**config.mk**
```make
export PLATFORM = sky130hd
export DESIGN_NAME = if_prefetch
export DESIGN_NICKNAME = d
export VERILOG_FILES = /design/src/rtl/if_prefetch.sv
export SDC_FILE = /design/constraint.sdc
export NUM_CORES = 1
export LEC_CHECK = 0
export ABC_AREA = 1
export CORE_UTILIZATION = 45
export CTS_CLUSTER_SIZE = 14
export DETAILED_ROUTE_END_ITERATION = 7
export GPL_TIMING_DRIVEN = 0
export PLACE_DENSITY_LB_ADDON = 0.2
export SLEW_MARGIN = 20
export SYNTH_ARGS = -nofsm -noshare
export SYNTH_HDL_FRONTEND = slang
export SYNTH_SLANG_ARGS = --single-unit
```
**constraint.sdc**
```tcl
create_clock -name clk -period 6.3 [get_ports clk]
set_input_delay 1.26 -clock clk [delete_from_list [all_inputs] [get_ports clk]]
set_output_delay 1.26 -clock clk [all_outputs]
set_load 0.02 [all_outputs]
```
**src/rtl/if_prefetch.sv**
```systemverilog
// if_prefetch: instruction-fetch front end ahead of the IF/ID registers.
// Issues one request at a time to a variable-latency instruction memory and
// buffers the returned words in a small circular queue of {pc, instr} pairs.
// Flushes on a MEM-stage redirect, holds on stall, stops issuing on halt.
//
// Ports:
//   clk, rst_n            clock, asynchronous active-low reset
//   imem_req, imem_addr   fetch request and word address (held until ack)
//   imem_ack, imem_data   memory completion and returned instruction word
//   redirect, *_addr      taken branch/jump and its target address
//   hlt                   halt seen at WB; blocks new requests only
//   stall                 downstream not accepting this cycle
//   instr_valid/instr/pc  queue head: instruction and its fetch address + 1
module if_prefetch #(
  parameter int unsigned DEPTH = 4,
  parameter int unsigned AW    = 16
) (
  input  logic          clk,
  input  logic          rst_n,
  output logic          imem_req,
  output logic [AW-1:0] imem_addr,
  input  logic          imem_ack,
  input  logic [15:0]   imem_data,
  input  logic          redirect,
  input  logic [AW-1:0] redirect_addr,
  input  logic          hlt,
  input  logic          stall,
  output logic          instr_valid,
  output logic [15:0]   instr,
  output logic [AW-1:0] pc
);

  localparam int unsigned PW = $clog2(DEPTH);
  localparam logic [PW:0] DEPTH_CNT = (PW+1)'(DEPTH);

  typedef enum logic [1:0] {StIdle, StWait, StDiscard} state_e;

  state_e        r_state;
  logic [AW-1:0] r_fetch_addr;
  logic [AW-1:0] r_req_addr;
  logic [PW-1:0] r_rd_ptr;
  logic [PW-1:0] r_wr_ptr;
  logic [PW:0]   r_count;
  logic [15:0]   r_data_mem [DEPTH];
  logic [AW-1:0] r_pc_mem   [DEPTH];

  logic          w_pop;
  logic          w_issue;
  logic          w_push;
  logic [PW:0]   w_count_after_pop;
  logic [AW-1:0] w_push_pc;

  assign instr_valid       = (r_count != '0);
  assign w_pop             = instr_valid && !stall && !redirect;
  assign w_count_after_pop = r_count - {{PW{1'b0}}, w_pop};

  // Using the post-pop occupancy lets issue restart in the same cycle a pop
  // frees a slot. rst_n keeps the request low while reset is held.
  assign w_issue = rst_n && (r_state == StIdle) && !hlt && !redirect &&
                   (w_count_after_pop < DEPTH_CNT);

  // In WAIT the fetch address has not moved since issue, so fetch_addr + 1 is
  // the pc of the word being returned in both IDLE and WAIT.
  assign w_push = imem_ack && !redirect &&
                  (((r_state == StIdle) && w_issue) || (r_state == StWait));

  assign w_push_pc = r_fetch_addr + 1'b1;

  // Once issued, the address comes from r_req_addr: a redirect in WAIT moves
  // fetch_addr but the outstanding request must stay stable until its ack.
  assign imem_req  = w_issue || (r_state != StIdle);
  always_comb begin
    imem_addr = '0;
    if (imem_req) begin
      imem_addr = (r_state == StIdle) ? r_fetch_addr : r_req_addr;
    end
  end

  assign instr = instr_valid ? r_data_mem[r_rd_ptr] : 16'h0000;
  assign pc    = instr_valid ? r_pc_mem[r_rd_ptr]   : '0;

  // Fetch FSM and fetch address.
  always_ff @(posedge clk or negedge rst_n) begin
    if (!rst_n) begin
      r_state      <= StIdle;
      r_fetch_addr <= '0;
      r_req_addr   <= '0;
    end else begin
      case (r_state)
        StIdle: begin
          if (w_issue) begin
            r_req_addr <= r_fetch_addr;
            if (imem_ack) begin
              r_fetch_addr <= w_push_pc;
            end else begin
              r_state <= StWait;
            end
          end
        end
        StWait: begin
          if (imem_ack) begin
            r_state <= StIdle;
            if (!redirect) begin
              r_fetch_addr <= w_push_pc;
            end
          end else if (redirect) begin
            r_state <= StDiscard;
          end
        end
        StDiscard: begin
          // Returned word belongs to the abandoned path; drop it.
          if (imem_ack) begin
            r_state <= StIdle;
          end
        end
        default: r_state <= StIdle;
      endcase
      // Redirect overrides any increment above.
      if (redirect) begin
        r_fetch_addr <= redirect_addr;
      end
    end
  end

  // Queue pointers and occupancy.
  always_ff @(posedge clk or negedge rst_n) begin
    if (!rst_n) begin
      r_rd_ptr <= '0;
      r_wr_ptr <= '0;
      r_count  <= '0;
    end else if (redirect) begin
      r_rd_ptr <= '0;
      r_wr_ptr <= '0;
      r_count  <= '0;
    end else begin
      if (w_pop) begin
        r_rd_ptr <= r_rd_ptr + 1'b1;
      end
      if (w_push) begin
        r_wr_ptr <= r_wr_ptr + 1'b1;
      end
      r_count <= w_count_after_pop + {{PW{1'b0}}, w_push};
    end
  end

  // Queue storage; reads are masked by instr_valid so no reset is needed.
  always_ff @(posedge clk) begin
    if (w_push) begin
      r_data_mem[r_wr_ptr] <= imem_data;
      r_pc_mem[r_wr_ptr]   <= w_push_pc;
    end
  end

endmodule

```
Word level (Yosys, flattened, before mapping)
Memories as Yosys holds them, arrays and structs flattened.
Cells that the tools add are included.
Storage, ports and cells
  register bits: 41
  bits in writable memories: 128
  output and inout port bits: 50
  memories kept: 2
Operators by class
  $add $sub $neg: 5
  magnitude comparators: 1
  equality and inequality tests: 7
  muxes and demuxes: 21
  reduce and logical (&&, ||, !) cells: 23
Memory list
  r_data_mem: depth 4, bits a word 16, rd ports 1, clocked after memory_dff 0, wr ports 1, line 44  | logic [15:0] r_data_mem [DEPTH];
  r_pc_mem: depth 4, bits a word 16, rd ports 1, clocked after memory_dff 0, wr ports 1, line 45  | logic [AW-1:0] r_pc_mem [DEPTH];
Operators by type and width (count)
  two-way mux 16 bit: 7
  one-hot mux 16 bit (2 select lines): 1
  two-way mux 2 bit: 9
  adder 16 x 1 -> 16 bit, second input constant: 1
  logical AND 1 bit: 9
  != test 2 bit, second input constant: 3
  != test 3 bit, second input constant: 2
  one-hot mux 2 bit (3 select lines): 1
  nonzero test 2 bit: 3
  nonzero test 3 bit: 2
  adder 2 x 1 -> 2 bit, second input constant: 2
  AND reduction 2 bit: 2
  AND reduction 4 bit: 1
  adder 3 x 1 -> 3 bit: 1
  zero test 1 bit: 3
  < comparator 3 bit, second input constant: 1
  two-way mux 3 bit: 1
  subtractor 3 x 1 -> 3 bit: 1
  equality test 2 x 1 -> 1 bit, second input constant: 1
  equality test 2 bit, second input constant: 1
  zero test 2 bit: 1
  logical OR 1 bit: 2
  two-way mux 1 bit: 2

Longest topological paths before layout
Gate-level depths: netlist (run 1).
  depth after elaboration: 11
  depth in mapped cells: 16
  gate-level depth less buffers: 15

Least setup slack after synthesis (run 1)
Ideal clock, no wire load.
  kind: input-to-reg
  from: input port redirect
  to: memory r_data_mem[0][0], enable pin
  setup time: 421 ps
  arrival time: 3992 ps
  data required time: 5879 ps
  path slack: 1887 ps
  cell stages on the path: 11
  buffers on the path: 1
  path through: clkbuf_1 > nor2_1 > ha_1 > ha_1 > inv_1 > nand2_1 > nand2_1 > nand3_4 > a21boi_4 > inv_1 > nor2_1
Between the ends
  word-level cells in the longest chain between the ends: 10
  elaborated cells on any way between the ends: 12
  classes of those cells: add/sub (1); order compare (1); mux (2); reduce/logical (8)
Ends and longest elaborated chain
  start: declaration: line 24  | input logic redirect,
  zero test 1 bit *
  logical AND 1 bit: line 54  | assign w_pop = instr_valid && !stall && !redirect;
  subtractor 3 x 1 -> 3 bit: line 55  | assign w_count_after_pop = r_count - {{PW{1'b0}}, w_pop};
  < comparator 3 bit: line 60  | (w_count_after_pop < DEPTH_CNT);
  logical AND 1 bit: line 59  | assign w_issue = rst_n && (r_state == StIdle) && !hlt && !redirect &&
  logical AND 1 bit: line 65  | (((r_state == StIdle) && w_issue) || (r_state == StWait));
  logical OR 1 bit: line 65
  logical AND 1 bit *: line 64  | assign w_push = imem_ack && !redirect &&
  two-way mux 1 bit *: line 148  | if (w_push) begin
  two-way mux 1 bit (not written as such) *: line 149  | r_data_mem[r_wr_ptr] <= imem_data;
  end: declaration: line 44
Every way passes the cells marked *; elsewhere a longest branch is shown, timed or not.

Final worst setup path (run 1)
  from: input port redirect
  to: output port imem_addr[11]
Between the ends
  word-level cells in the longest chain between the ends: 7
  elaborated cells on any way between the ends: 8
  classes of those cells: add/sub (1); order compare (1); mux (1); reduce/logical (5)
Ends and longest elaborated chain
  zero test 1 bit *
  logical AND 1 bit: line 54
  subtractor 3 x 1 -> 3 bit: line 55
  < comparator 3 bit: line 60
  logical AND 1 bit *: line 59
  logical OR 1 bit *: line 71  | assign imem_req = w_issue || (r_state != StIdle);
  two-way mux 16 bit *: line 74  | if (imem_req) begin
  end: declaration: line 21  | output logic [AW-1:0] imem_addr,
Marks and branches as above.

==> out/qor.yml, run 1 <==
grt_max_degree: 31
place_inst: 1026
cts_tree: "done"
post-route-util_pct: 57.9
ir_drop_uv: 211
die_area_mm2: 0.0169
critical_path.endpoint_type: "output port"
final_cell_mix: "148 x nor2_1, 128 x edfxtp_1, 110 x nand2_1, 94 x o21ai_0, 86 x clkdlybuf4s50_1"
wire_per_inst_um: 16.7
syn_nets: 765
die_w_um: 130
track_usage_pct: 22.3
fin_area_mm2: 0.00924
crit_type: "in -> out"
ioPinCount: 88
synthArstFlopShare_pct: 24.3
crit_chain: "clkdlybuf4s50_1 -> clkbuf_1 -> nor2_1 -> ha_1 -> ha_1 -> inv_1 -> nand2_1 -> nand2_1 -> nand3_4 -> clkbuf_1 -> o21ai_0 -> clkdlybuf4s50_1"
synthesis.area_mm2: 0.00737
nets: 876
path_max_fanout: 10
post_cts_buffers: 0
hold_path.class: "reg -> reg"
synth_cells: 718
syn_area_per_cell_um2: 10.3
cts_resized: 0
final_common_cell: "nor2_1"
viasPerCell: 5.23
place.port_buffers: 87
cts_hold_buffers: 0
critical_path.max_stage_delay_ns: 0.65
h-tree-depth: 4
cp-start-kind: "primary input"
instances_no_fill: 1058
rsz0062_at_grt: "false"
cp.required_ns: 5.04
synth_warnings: 0
yosys.cell_types.count: 26
synth_edf_count: 128
slowest_stage: "clkdlybuf4s50_1"
routed_wirelength_um: 17700
power.density_mw_per_mm2: 374
initial_utilization_pct: 46.2
hold_ws_ns: 0.492
worst_ep_arrival_time_ns: 4.31
antenna_cells: 0
overflow: 0
hold_viol: 0
grt_first_pass_wirelength_um: 27500
fmax_mhz: 179
finalClockSkew_ns: 0.00658
critPathTopFamily: "buffers and inverters"
slew_viol_final: 0
period_minus_slack_ns: 5.57
cts_num_sinks: 169
cts_root_buf: "clkbuf_16"
path_clk_slew_ns: 0.06
ys_seq_area_share_pct: 66.0
fp.coreArea_mm2: 0.0159
routed-via-count: 5538
drive_gt1_share_pct: 7.24
synth_ff_type: "edfxtp_1"
die_y_um: 130
placementRows: 46
p_leak_nw: 3.47
placed_area_mm2: 0.00866
finalSetupViolCount: 0
drtIter0Drc: 431
status: "finished clean"
finalCritPeriodShare_pct: 88.5
clock_latency_ns: 0.42
antenna_found_initial: 0
area_growth_pct: 25.3
drc_errors: 0
worstPathBufferInverterCount: 5
hpwlAfterDp_um: 12000
ant_nets: 0
first_pass_iters: 5
gp_congestion: 0.863
numCtsBuffers: 17
ys_ff_latch: 169
worst_pin_slew_ns: 0.753
ctsLongestPathBuffers: 2
cap_violations: 0
relSlewSlack_pct: 49.5
grt_pass1_vias: 5399
worst min-delay path, stage by stage (launching register included):
cell,delay [ns]
dfrtp_1,0.34
nand2_1,0.05
o21ai_0,0.06
final cells by class:
| class | count | area, um^2 |
|---|---|---|
| buffer | 36 | 168 |
| clock buffer | 21 | 450 |
| clock inverter | 11 | 129 |
| fill | 1334 | 6710 |
| inverter | 41 | 154 |
| multi-input combinational | 472 | 2210 |
| sequential | 169 | 4870 |
| tap | 216 | 270 |
| timing repair buffer | 92 | 983 |
registers in the layout (all words and copies together) (netlist names):
signal / flops
r_data_mem: 64
r_req_addr: 16
r_rd_ptr: 2
r_pc_mem: 64
r_wr_ptr: 2
r_fetch_addr: 16
r_count: 3
r_state: 2
layer usage:
metal | GRT usage [%] | up-vias | share of wire (%) | wire length (um)
met5 | 0 | - | 0 | 0
met4 | 7.80 | 0 | 1.8 | 322
li1 | - | 2653 | - | -
met1 | 29.0 | 2670 | 43 | 7640
met2 | 37.4 | 188 | 49 | 8710
met3 | 4.35 | 27 | 5.8 | 1040
final timing paths:
| path | to | cells after the start | slack [ns] | from |
|---|---|---|---|---|
| worst max register to register | r_data_mem[3][2] | 14 | 2.38 | r_count[0] |
| min in group asynchronous | r_state[0] | 1 | 0.74 | rst_n |
| worst max-delay path | imem_addr[11] | 12 | 0.73 | redirect |
| worst min register to register | r_req_addr[13] | 2 | 0.49 | r_req_addr[13] |
| worst min-delay path | r_req_addr[13] | 2 | 0.49 | r_req_addr[13] |
| max in group asynchronous | r_fetch_addr[6] | 2 | 5.08 | rst_n |
cells in the mapped netlist, types with 3 or more instances:
library cell	number	area, um^2
a21oi_1	34	170
buf_2	11	55.1
clkbuf_1	21	78.8
dfrtp_1	41	1030
edfxtp_1	128	3840
ha_1	9	113
inv_1	36	135
inv_2	3	11.3
nand2_1	110	413
nand3_1	42	210
nand4_1	5	31.3
nor2_1	152	571
nor2_2	4	25.0
o21ai_0	94	470
o21ai_1	8	40.0
xor2_1	8	70.1
stage by stage:
stage               setup WS, ns  setup TNS, ns  power, mW
floorplan                   1.89              0       2.00
global placement          -0.730         -89.49       2.41
detailed placement         0.752              0       2.45
CTS                        0.726              0       3.47
global route               0.476              0       3.63
finish                     0.725              0       3.45
where the power goes:
part | internal [mW] | total, mW | switching (mW)
Combinational | 0.377 | 1.01 | 0.637
Sequential | 1.34 | 1.41 | 0.0723
Clock | 0.626 | 1.03 | 0.401
kinds of logic (layout without fill, tap and decap cells):
logic type | Yosys count | after routing | synth area share, %
AOI/OAI and AO/OA | 140 | 140 | 9.79
xor gates and xnor gates | 8 | 8 | 0.950
DFF | 169 | 169 | 66.0
adders and majority gates | 9 | 9 | 1.53
and+or+nand+nor | 315 | 315 | 17.3
buffers and inverters | 77 | 201 | 4.36
Power figures use the tool's default switching activity.
==> inputs of run 2 (changes only) <==
--- a/config.mk
+++ b/config.mk
@@ -5,8 +5,7 @@
 export SDC_FILE = /design/constraint.sdc
 export NUM_CORES = 1
 export LEC_CHECK = 0
-export ABC_AREA = 1
-export CORE_UTILIZATION = 45
+export CORE_UTILIZATION = 40
 export CTS_CLUSTER_SIZE = 14
 export DETAILED_ROUTE_END_ITERATION = 7
 export GPL_TIMING_DRIVEN = 0
==> run 2 against run 1 <==
  * Critical path depth is the same
  * Count of clock-buffer cells in the layout shrank 3
  * Non-clock buffer count shrank 2
  * Final area grew 0.22%
  * Utilization shrank 6.6 points
  * Largest cell class unchanged
  * Largest power group unchanged
==> out/qor.yml, run 2 <==
cp.required_ns: 5.04
status: "finished clean"
drtIter0Drc: 223
initial_utilization_pct: 41.0
post-route-util_pct: 51.4
die_area_mm2: 0.0190
nets: 617
routed-via-count: 4239
grt_first_pass_wirelength_um: 24500
ctsLongestPathBuffers: 2
cp-start-kind: "primary input"
ys_ff_latch: 169
ir_drop_uv: 185
drc_errors: 0
gp_congestion: 0.818
yosysTopAreaCell: "edfxtp_1"
cap_violations: 0
finalCritPeriodShare_pct: 95.3
grt_pass1_vias: 4605
synth_top_area_share_pct: 52.0
synth_warnings: 0
final_common_cell: "edfxtp_1"
finalClockSkew_ns: 0.00906
yosys.cell_types.count: 50
die_w_um: 138
yosys-top-cells-count: "128 x edfxtp_1, 41 x dfrtp_1, 35 x nor2b_1, 32 x mux4_2, 18 x nand2_1"
yosysMostFrequentCell: "edfxtp_1"
synth_cells: 460
place_ws_ns: 0.104
die_y_um: 138
cts_root_buf: "clkbuf_16"
path_clk_slew_ns: 0.06
cts_hold_buffers: 0
h-tree-depth: 4
reg_top3: "r_data_mem: 64 flops, r_pc_mem: 64 flops"
cts_tree: "done"
ioPinCount: 88
viasPerCell: 5.22
slowest_stage: "clkdlybuf4s50_1"
first_pass_iters: 4
worst_ep_arrival_time_ns: 4.74
slew_viol_final: 0
hpwlAfterDp_um: 10400
wire_per_inst_um: 18.9
fmax_mhz: 167
grt_max_degree: 28
area_growth_pct: 25.3
antenna_found_initial: 0
final.setup.worst_slack_ns: 0.295
critical_path.max_stage_delay_ns: 0.60
path_max_fanout: 10
power.density_mw_per_mm2: 311
ys_seq_area_share_pct: 65.9
period_minus_slack_ns: 6.00
critical_path.endpoint_type: "output port"
ant_nets: 0
place.port_buffers: 86
fp.coreArea_mm2: 0.0180
worstPathBufferInverterCount: 6
syn_area_per_cell_um2: 16.1
crit_chain: "clkbuf_1 -> clkbuf_1 -> clkbuf_2 -> nor3_1 -> ha_1 -> ha_1 -> xnor2_2 -> and4_1 -> buf_2 -> buf_2 -> a22o_1 -> clkdlybuf4s50_1"
p_leak_nw: 3.21
clock_latency_ns: 0.42
synth_ff_type: "edfxtp_1"
synth.area.top_cells: "edfxtp_1 52%, dfrtp_1 14%, mux4_2 9.8%"
critPathTopFamily: "buffers and inverters"
overflow: 0
hold_viol: 0
syn_nets: 507
relSlewSlack_pct: 46.1
setup_tns_ns: 0
synthesis.area_mm2: 0.00739
worst_pin_slew_ns: 0.804
drive_gt1_share_pct: 20.6
finalSetupViolCount: 0
final_cell_mix: "128 x edfxtp_1, 85 x clkdlybuf4s50_1, 41 x dfrtp_1, 35 x nor2b_1, 32 x mux4_2"
crit_type: "in -> out"
placementRows: 49
hold_path.class: "reg -> reg"
synth_edf_count: 128
antenna_cells: 0
cts_num_sinks: 169
track_usage_pct: 17.7
routed_wirelength_um: 15400
numCtsBuffers: 17
rsz0062_at_grt: "false"
synthArstFlopShare_pct: 24.3
==> run 2: worst paths after layout <==
| path | startpoint | slack (ns) | to | depth (start not counted) |
|---|---|---|---|---|
| setup / recovery | redirect | 0.30 | imem_addr[13] | 12 |
| hold / removal | r_req_addr[12] | 0.51 | r_req_addr[12] | 1 |
| setup reg to reg | r_count[2] | 2.35 | r_pc_mem[1][1] | 10 |
| hold reg to reg | r_req_addr[12] | 0.51 | r_req_addr[12] | 1 |
| max in group asynchronous | rst_n | 5.06 | r_fetch_addr[5] | 2 |
| min in group asynchronous | rst_n | 0.76 | r_req_addr[4] | 1 |
==> run 2: cells by family after synthesis <==
group           after synthesis  share of synthesized area [%]
xor+xnor                     20                           2.47
simple gates                121                           9.94
buf+inv                      47                           3.28
compound gates               45                           4.50
fa+ha+maj                     9                           1.52
flops                       169                           65.9
mux                          49                           12.4
==> run 2: what timing repair did <==
item,in CTS,in global routing
endpoints found under the setup margin,0,16
setup buffers,0,0
gates resized for setup,0,2
==> run 2: final cells by class <==
| class | count | area, um^2 |
|---|---|---|
| Tap cell | 229 | 287 |
| Multi-Input combinational cell | 244 | 2290 |
| Clock inverter | 14 | 184 |
| Fill cell | 1497 | 8770 |
| Inverter | 12 | 45.0 |
| Timing Repair Buffer | 91 | 956 |
| Clock buffer | 18 | 429 |
| Sequential cell | 169 | 4870 |
| Buffer | 35 | 199 |
==> run 2: layer usage <==
layer  wire length (um)  global-route usage (%)  part of all wire, %  vias up
li1                   -                       -                    -     1980
met1               7070                    23.1                   46     2137
met2               7490                    29.8                   49      113
met3                711                    4.39                  4.6        9
met4                 80                    3.86                 0.52        0
met5                  0                       0                    0        -
==> run 2: power breakdown <==
part	internal (mW)	switching, mW	leakage [nW]
Combinational	0.243	0.256	1.25
Sequential	1.27	0.0341	1.66
Clock	0.635	0.443	0.294
Total	2.15	0.734	3.21
==> run 2: worst register-to-register path, stage by stage (launching register included) <==
cell	delay, ns
dfrtp_1	0.44
nor3_2	0.63
clkbuf_1	0.49
nor3_1	0.13
ha_1	0.21
ha_1	0.22
xnor2_2	0.26
a21oi_1	0.15
nor4b_2	0.46
and2_2	0.40
buf_12	0.24
==> run 2: metrics by stage <==
step,hold slack [ns],area (um^2),power (mW),cells
floorplan,0.481,7390,1.62,460
global placement,0.489,8540,1.81,775
detailed placement,0.497,8640,1.83,780
CTS,0.513,9260,2.91,812
global route,0.531,9260,3.00,812
finish,0.510,9260,2.88,812
==> inputs of run 3 (changes only) <==
--- a/config.mk
+++ b/config.mk
@@ -5,8 +5,9 @@
 export SDC_FILE = /design/constraint.sdc
 export NUM_CORES = 1
 export LEC_CHECK = 0
+export CORE_MARGIN = 2
 export CORE_UTILIZATION = 40
-export CTS_CLUSTER_SIZE = 14
+export CTS_CLUSTER_SIZE = 12
 export DETAILED_ROUTE_END_ITERATION = 7
 export GPL_TIMING_DRIVEN = 0
 export PLACE_DENSITY_LB_ADDON = 0.2
==> run 3 against run 2 <==
  * Global-route usage down 0.95 points
  * Critical path depth unchanged
  * Via count up 2.0%
  * Sequential power about the same
  * Worst setup slack worse by 0.0063 ns
  * Combinational power about the same
  * Clock power down 7%
  * Clock skew down 0.00073 ns
  * First-iteration DRC count up 22%
  * Sequential cell count unchanged
  * Die area up 2.9%
  * Final cell count up 0.12%
==> out/qor.yml, run 3 (synthesized netlist as in run 2, its figures left out) <==
initial_utilization_pct: 41.0
final_common_cell: "edfxtp_1"
r2r_slack_ns: 2.41
post_cts_buffers: 0
routed_wirelength_um: 15500
fp.coreArea_mm2: 0.0180
post-route-util_pct: 51.2
power.density_mw_per_mm2: 304
ctsLongestPathBuffers: 2
nets: 618
path_max_fanout: 10
ir_drop_uv: 204
cts_hold_buffers: 0
timing.rr.start: "r_count[2]"
path_clk_slew_ns: 0.06
crit_chain: "clkbuf_1 -> clkbuf_1 -> clkbuf_2 -> nor3_1 -> ha_1 -> ha_1 -> xnor2_2 -> and4_1 -> buf_2 -> buf_2 -> a22o_1 -> clkdlybuf4s50_1"
relSlewSlack_pct: 58.4
ant_nets: 0
cts_root_buf: "clkbuf_16"
setup_tns_ns: 0
grt_first_pass_wirelength_um: 24800
drive_gt1_share_pct: 20.9
cp.required_ns: 5.04
cap_violations: 0
placementRows: 49
cts_resized: 0
gp_congestion: 0.788
worst_pin_slew_ns: 0.624
worstHoldStart: "r_req_addr[14]"
fmax_mhz: 166
crit_type: "in -> out"
reg_top3: "r_data_mem: 64 flops, r_pc_mem: 64 flops"
holdPathEnd: "r_req_addr[14]"
rsz0062_at_grt: "false"
critical_path.max_stage_delay_ns: 0.62
slew_viol_final: 0
grt_pass1_vias: 4560
area_growth_pct: 24.8
routed-via-count: 4322
fillers: 1557
track_usage_pct: 16.8
drtIter0Drc: 271
cts_tree: "done"
r2r_end: "r_data_mem[2][4]"
ioPinCount: 88
status: "finished clean"
wire_per_inst_um: 19.1
p_leak_nw: 3.20
finalClockSkew_ns: 0.00833
hpwlAfterDp_um: 10600
numCtsBuffers: 17
critical_path.endpoint_type: "output port"
finalSetupViolCount: 0
drc_errors: 0
totalPowerFinal_mw: 2.80
worst_ep_arrival_time_ns: 4.75
die_y_um: 140
final_cell_mix: "128 x edfxtp_1, 85 x clkdlybuf4s50_1, 41 x dfrtp_1, 35 x nor2b_1, 32 x mux4_2"
hold_depth: 1
rr_worst_depth: 11
h-tree-depth: 4
hold_viol: 0
cts_num_sinks: 169
antenna_found_initial: 0
hold_path.class: "reg -> reg"
die_w_um: 140
viasPerCell: 5.32
place.port_buffers: 86
die_area_mm2: 0.0196
finalCritPeriodShare_pct: 95.4
cp-start-kind: "primary input"
antenna_cells: 0
overflow: 0
clock_latency_ns: 0.43
slowest_stage: "clkdlybuf4s50_1"
first_pass_iters: 4
period_minus_slack_ns: 6.01
grt_max_degree: 30
[run 3: stage by stage]
step,hold WS (ns),cells,setup WS (ns),instance area [um^2]
final,0.510,813,0.289,9230
after global routing,0.521,813,0.122,9230
after CTS,0.512,813,0.175,9220
after detailed placement,0.497,781,0.222,8660
after global placement,0.489,775,0.0474,8540
after floorplan,0.481,460,1.51,7390
[run 3: critical path: cells and delay by family]
kind	cells	cell delay, ns
compound gates	1	0.17
xor+xnor	1	0.26
fa+ha+maj	2	0.44
buf+inv	6	2.30
simple gates	2	0.34
[run 3: area by class of cell]
class,instances,area [um^2],area share [%]
sequential,169,4870,52.8
multi-input combinational,244,2290,24.8
timing repair buffer,92,971,10.5
clock buffer,17,425,4.61
tap,229,287,3.11
buffer,35,199,2.16
clock inverter,15,141,1.53
inverter,12,45.0,0.488
[run 3: worst max-delay path by stage]
| stage | to | slack (ns) | cells past startpoint | from |
|---|---|---|---|---|
| 2_1_floorplan | imem_addr[10] | 1.51 | 11 | redirect |
| 3_3_place_gp | imem_addr[8] | 0.05 | 7 | rst_n |
| 3_5_place_dp | imem_addr[14] | 0.22 | 12 | redirect |
| 4_1_cts | imem_addr[14] | 0.18 | 12 | redirect |
| 5_1_grt | imem_addr[11] | 0.12 | 12 | redirect |
| 6_report | imem_addr[13] | 0.29 | 12 | redirect |
[run 3: per-layer routing]
| layer | vias up | global-route usage (%) | part of all wire (%) |
|---|---|---|---|
| li1 | 1986 | - | - |
| met1 | 2189 | 21.9 | 44 |
| met2 | 125 | 27.7 | 50 |
| met3 | 22 | 4.03 | 4.9 |
| met4 | 0 | 5.79 | 1.6 |
| met5 | - | 0 | 0 |
[run 3: where the power goes]
part | internal [mW] | switching [mW]
clock network | 0.551 | 0.448
logic | 0.245 | 0.256
registers | 1.27 | 0.0333
